===== config.mk =====
export PLATFORM = sky130hd
export DESIGN_NAME = pipe_stage_register
export DESIGN_NICKNAME = d
export VERILOG_FILES = /design/src/rtl/pipe_stage_register.sv
export SDC_FILE = /design/constraint.sdc
export NUM_CORES = 1
export LEC_CHECK = 0
export BUFFER_PORTS_ARGS = -buffer_cell sky130_fd_sc_hd__buf_2
export CAP_MARGIN = 20
export CORE_ASPECT_RATIO = 0.9
export CORE_MARGIN = 1.5
export CORE_UTILIZATION = 47
export DETAILED_ROUTE_END_ITERATION = 12
export PLACE_DENSITY = 0.79
export REMOVE_ABC_BUFFERS = 1
export SYNTH_ARGS = -nofsm -noshare
export SYNTH_HDL_FRONTEND = slang
export SYNTH_SLANG_ARGS = --single-unit

===== constraint.sdc =====
create_clock -name clk -period 2.2 [get_ports clk]
set_input_delay 0.33 -clock clk [delete_from_list [all_inputs] [get_ports clk]]
set_output_delay 0.33 -clock clk [all_outputs]
set_load 0.02 [all_outputs]

===== src/rtl/pipe_stage_register.sv =====
// Single-entry pipeline stage with optional skid buffer and saturating stall counter.
// Define PIPE_STAGE_SKID_EN to add the skid register and fully registered ready_o.
module pipe_stage_register #(
  parameter int DATA_WIDTH = 32,
  parameter int CNT_WIDTH  = 16
) (
  input  logic                  clk,
  input  logic                  rst_n_i,
  input  logic                  flush_i,
  input  logic                  valid_i,
  output logic                  ready_o,
  input  logic [DATA_WIDTH-1:0] data_i,
  output logic                  valid_o,
  input  logic                  ready_i,
  output logic [DATA_WIDTH-1:0] data_o,
  output logic [CNT_WIDTH-1:0]  stall_cnt_o
);

  // Handshake: a payload moves across a boundary on a rising clk edge where
  // valid and ready are both high; once valid_o is raised it and data_o stay
  // put until ready_i is seen high at an edge (or flush/reset removes them).
  logic                  main_valid;
  logic [DATA_WIDTH-1:0] main_data;
  logic                  in_xfer;
  logic                  out_xfer;
  logic                  stall;

  assign in_xfer  = valid_i & ready_o;
  assign out_xfer = main_valid & ready_i;
  assign stall    = main_valid & ~ready_i;

  assign valid_o = main_valid;
  assign data_o  = main_data;

  // Counts on pre-flush state, so a flushed stall cycle is still counted.
  always_ff @(posedge clk or negedge rst_n_i) begin
    if (!rst_n_i) begin
      stall_cnt_o <= '0;
    end else if (stall && (stall_cnt_o != {CNT_WIDTH{1'b1}})) begin
      stall_cnt_o <= stall_cnt_o + CNT_WIDTH'(1);
    end
  end

`ifdef PIPE_STAGE_SKID_EN
  logic                  skid_valid;
  logic [DATA_WIDTH-1:0] skid_data;

  // skid_valid is a flop, so ready_o has no path from ready_i.
  assign ready_o = ~skid_valid;

  always_ff @(posedge clk or negedge rst_n_i) begin
    if (!rst_n_i) begin
      main_valid <= 1'b0;
      main_data  <= '0;
      skid_valid <= 1'b0;
      skid_data  <= '0;
    end else if (flush_i) begin
      main_valid <= 1'b0;
      skid_valid <= 1'b0;
    end else if (!main_valid || out_xfer) begin
      // Main is free this cycle: the older skid entry goes first. A full skid
      // implies ready_o=0, so no input can arrive in the same cycle.
      if (skid_valid) begin
        main_data  <= skid_data;
        main_valid <= 1'b1;
        skid_valid <= 1'b0;
      end else if (in_xfer) begin
        main_data  <= data_i;
        main_valid <= 1'b1;
      end else begin
        main_valid <= 1'b0;
      end
    end else if (in_xfer) begin
      skid_data  <= data_i;
      skid_valid <= 1'b1;
    end
  end
`else
  assign ready_o = ~main_valid | ready_i;

  always_ff @(posedge clk or negedge rst_n_i) begin
    if (!rst_n_i) begin
      main_valid <= 1'b0;
      main_data  <= '0;
    end else if (flush_i) begin
      main_valid <= 1'b0;
    end else if (in_xfer) begin
      main_data  <= data_i;
      main_valid <= 1'b1;
    end else if (out_xfer) begin
      main_valid <= 1'b0;
    end
  end
`endif

endmodule


==> metrics.cfg <==
[run_status]
outcome=finished clean

[drt]
ant_nets=0
via_count=1463
firstDrtPassIters=4
via_per_inst=5.15
drt-initial-drc-count=68
post_drt_wl_per_cell_um=13.3
finalWirelength_mm=3.77
drc=0

[timing]
setup_viol=0
hold_ws_ps=0.758
tns_ps=0
min_period_ps=1730
worst_pin_slew_ps=302
rsz0062_at_grt=false
timing.fmax_mhz=578
fin_crit_sh=0.786
skew_ps=8.99
slew_headroom=0.798
drv_slew=0
hold_viol_final=0

[global_route]
grt_pass1_wl_mm=6.49
grt_usage=0.179
grt_max_degree=50
grt_overflow=0
antenna_found_initial=0
first_global_vias=1481

[synth]
synth-seq-cells=49
synthMuxAreaShare=0.188
yosysMostFrequentCell=dfrtp_1
synth_compound_area_frac=0.0294
synth_xor_area_frac=0.0428
yosysSeqAreaShare=0.600
yosysTopAreaCellShare=0.600
synth_top_area_cell=dfrtp_1
ys.flop_type=dfrtp_1
synth_fa_ha_area_frac=0.00612
synth_edf_count=0
async_flop_share=1.00
synth_common_cells=49 x dfrtp_1, 32 x mux2_2, 9 x xnor2_1
synthTopCellsByArea=dfrtp_1 60%, mux2_2 18%, xnor2_1 3.9%
synth_top_family_by_area=multiplexers
ys_warn_count=0
synth_simple_gate_area_frac=0.109
synth_cell_types=29
avgSynthCellArea_sq_um=14.2
synth_area_sq_um=2040
syn_inst=144

[die]
die_w_um=72.5
start_util=0.495
placementRows=22
die_y_um=65.6
io_pins=87
die_area_sq_um=4760
core_sq_um=4130

[place]
hpwl_mm=2.85
placed_cell_area_sq_um=2550
gp_congestion=0.853
portBuffers=86

[setup_path]
required_ps=2390
cp-end-kind=flop
cpPeakStageDelay_ps=430
cp_cell_sequence=ha_1 -> and3_1 -> nand4_4 -> o21a_4 -> mux2_4
start_kind=flop
cp.arrival_ps=1920
path_class=reg2reg
crit_buf_inv=0
worstPathMaxFanout=5
cpLargestDelayFamily=flip-flops
critical_path.slowest_cell=dfrtp_1

[layout]
insertedDiodeCount=0
fin_area_sq_um=2670
nets=273
nFillCells=337
drive_gt1_frac=0.581
syn_to_final_growth_pct=30.4

[pwr]
ir_drop_v=0.000440
cellLeakagePower_nw=1.31
power_per_cell_area_nw_per_um2=905

[job]
maxCapViolCount=0

[hold_path]
min_path_type=in2async

[clock_tree]
cts.clk_slew.worst_paths_ps=90
htree_levels=2
cts_resized=0
cts_hold_buf=0
numCtsBuffers=5
root_buffer=clkbuf_8
cts_sinks=49
clk_latency_ps=290
cts_tree=yes
clk_path_buf_depth=2
cts_setup_buffers=0

[flip-flops by register name, indices dropped and copies added (netlist names)]
signal       cells
data_o          32
stall_cnt_o     16
valid_o          1
[per-stage QoR]
stage               total power, mW   util  setup slack [ps]  std cells
floorplan                      1.55      -              -316        139
global placement               1.79  0.618               547        276
detailed placement             1.81  0.618               482        276
CTS                            2.46  0.645               464        284
global route                   2.56  0.645               369        284
finish                         2.41  0.645               471        284
[final timing paths]
check,startpoint,end,slack [ps],cells after the start
worst max register to register,stall_cnt_o[0],stall_cnt_o[1],470,5
worst min register to register,stall_cnt_o[15],stall_cnt_o[15],500,1
min in group clk,flush_i,valid_o,230,2
worst max-delay path,stall_cnt_o[0],stall_cnt_o[1],470,5
worst min-delay path,rst_n_i,data_o[25],0.8,2
max in group asynchronous,rst_n_i,data_o[28],1980,2
[final cells by class]
| class | count | area, sq um | area share |
|---|---|---|---|
| multi-input cells | 87 | 774 | 0.291 |
| repair buffers | 89 | 478 | 0.179 |
| well taps | 48 | 60.1 | 0.0225 |
| clock inverters | 3 | 46.3 | 0.0174 |
| inverters | 3 | 11.3 | 0.00423 |
| clock buffers | 5 | 68.8 | 0.0258 |
| flip-flops and latches | 49 | 1230 | 0.460 |
[per-layer routing]
layer  track usage  part of all wire  vias to the layer above
met5             0                 0                        -
met4        0.0708             0.014                        0
met3        0.0399             0.046                        5
met2         0.322              0.51                       40
met1         0.206              0.43                      722
li1              -                 -                      696
[worst reg2reg max path, cell delays in order (launching register included)]
cell	delay [ps]
dfrtp_1	430
ha_1	230
and3_1	260
nand4_4	150
o21a_4	260
mux2_4	300
[placed cells by master, fill, tap and decap left out]
master      count
inv_1           3
clkinvlp_4      1
nor3_2          1
nor2b_1         1
mux2_4          1
o21ai_0         1
nand3_1         8
bufinv_16       1
a31oi_1         4
and2_1          1
nor3_1          1
xnor2_1         9
clkbuf_8        5
a21oi_1         3
buf_4           1
nor3b_4         1
buf_12          2
nand4_1         5
dfrtp_1        49
nor2_1          6
nand4_4         1
o21a_4          1
and3_1          1
and3_2          2
xor2_1          1
nand2_1         1
buf_2          86
mux2_2         32
and4_1          3
clkinv_4        1
nor3_4          1
ha_1            1
mux2i_1         1
[power by group]
part	switching (mW)	total, mW	internal, mW
clock network	0.290	0.630	0.340
registers	0.107	1.15	1.05
logic	0.358	0.627	0.269
[cells by family after synthesis]
kind of cell             Yosys count
AND/OR/NAND/NOR                   33
AO/OA/AOI/OAI                      9
buffers and inverters              8
XOR/XNOR                          10
flip-flops                        49
adder cells (fa/ha/maj)            1
multiplexers                      34
Note: power is estimated with default switching activity, not from simulation.
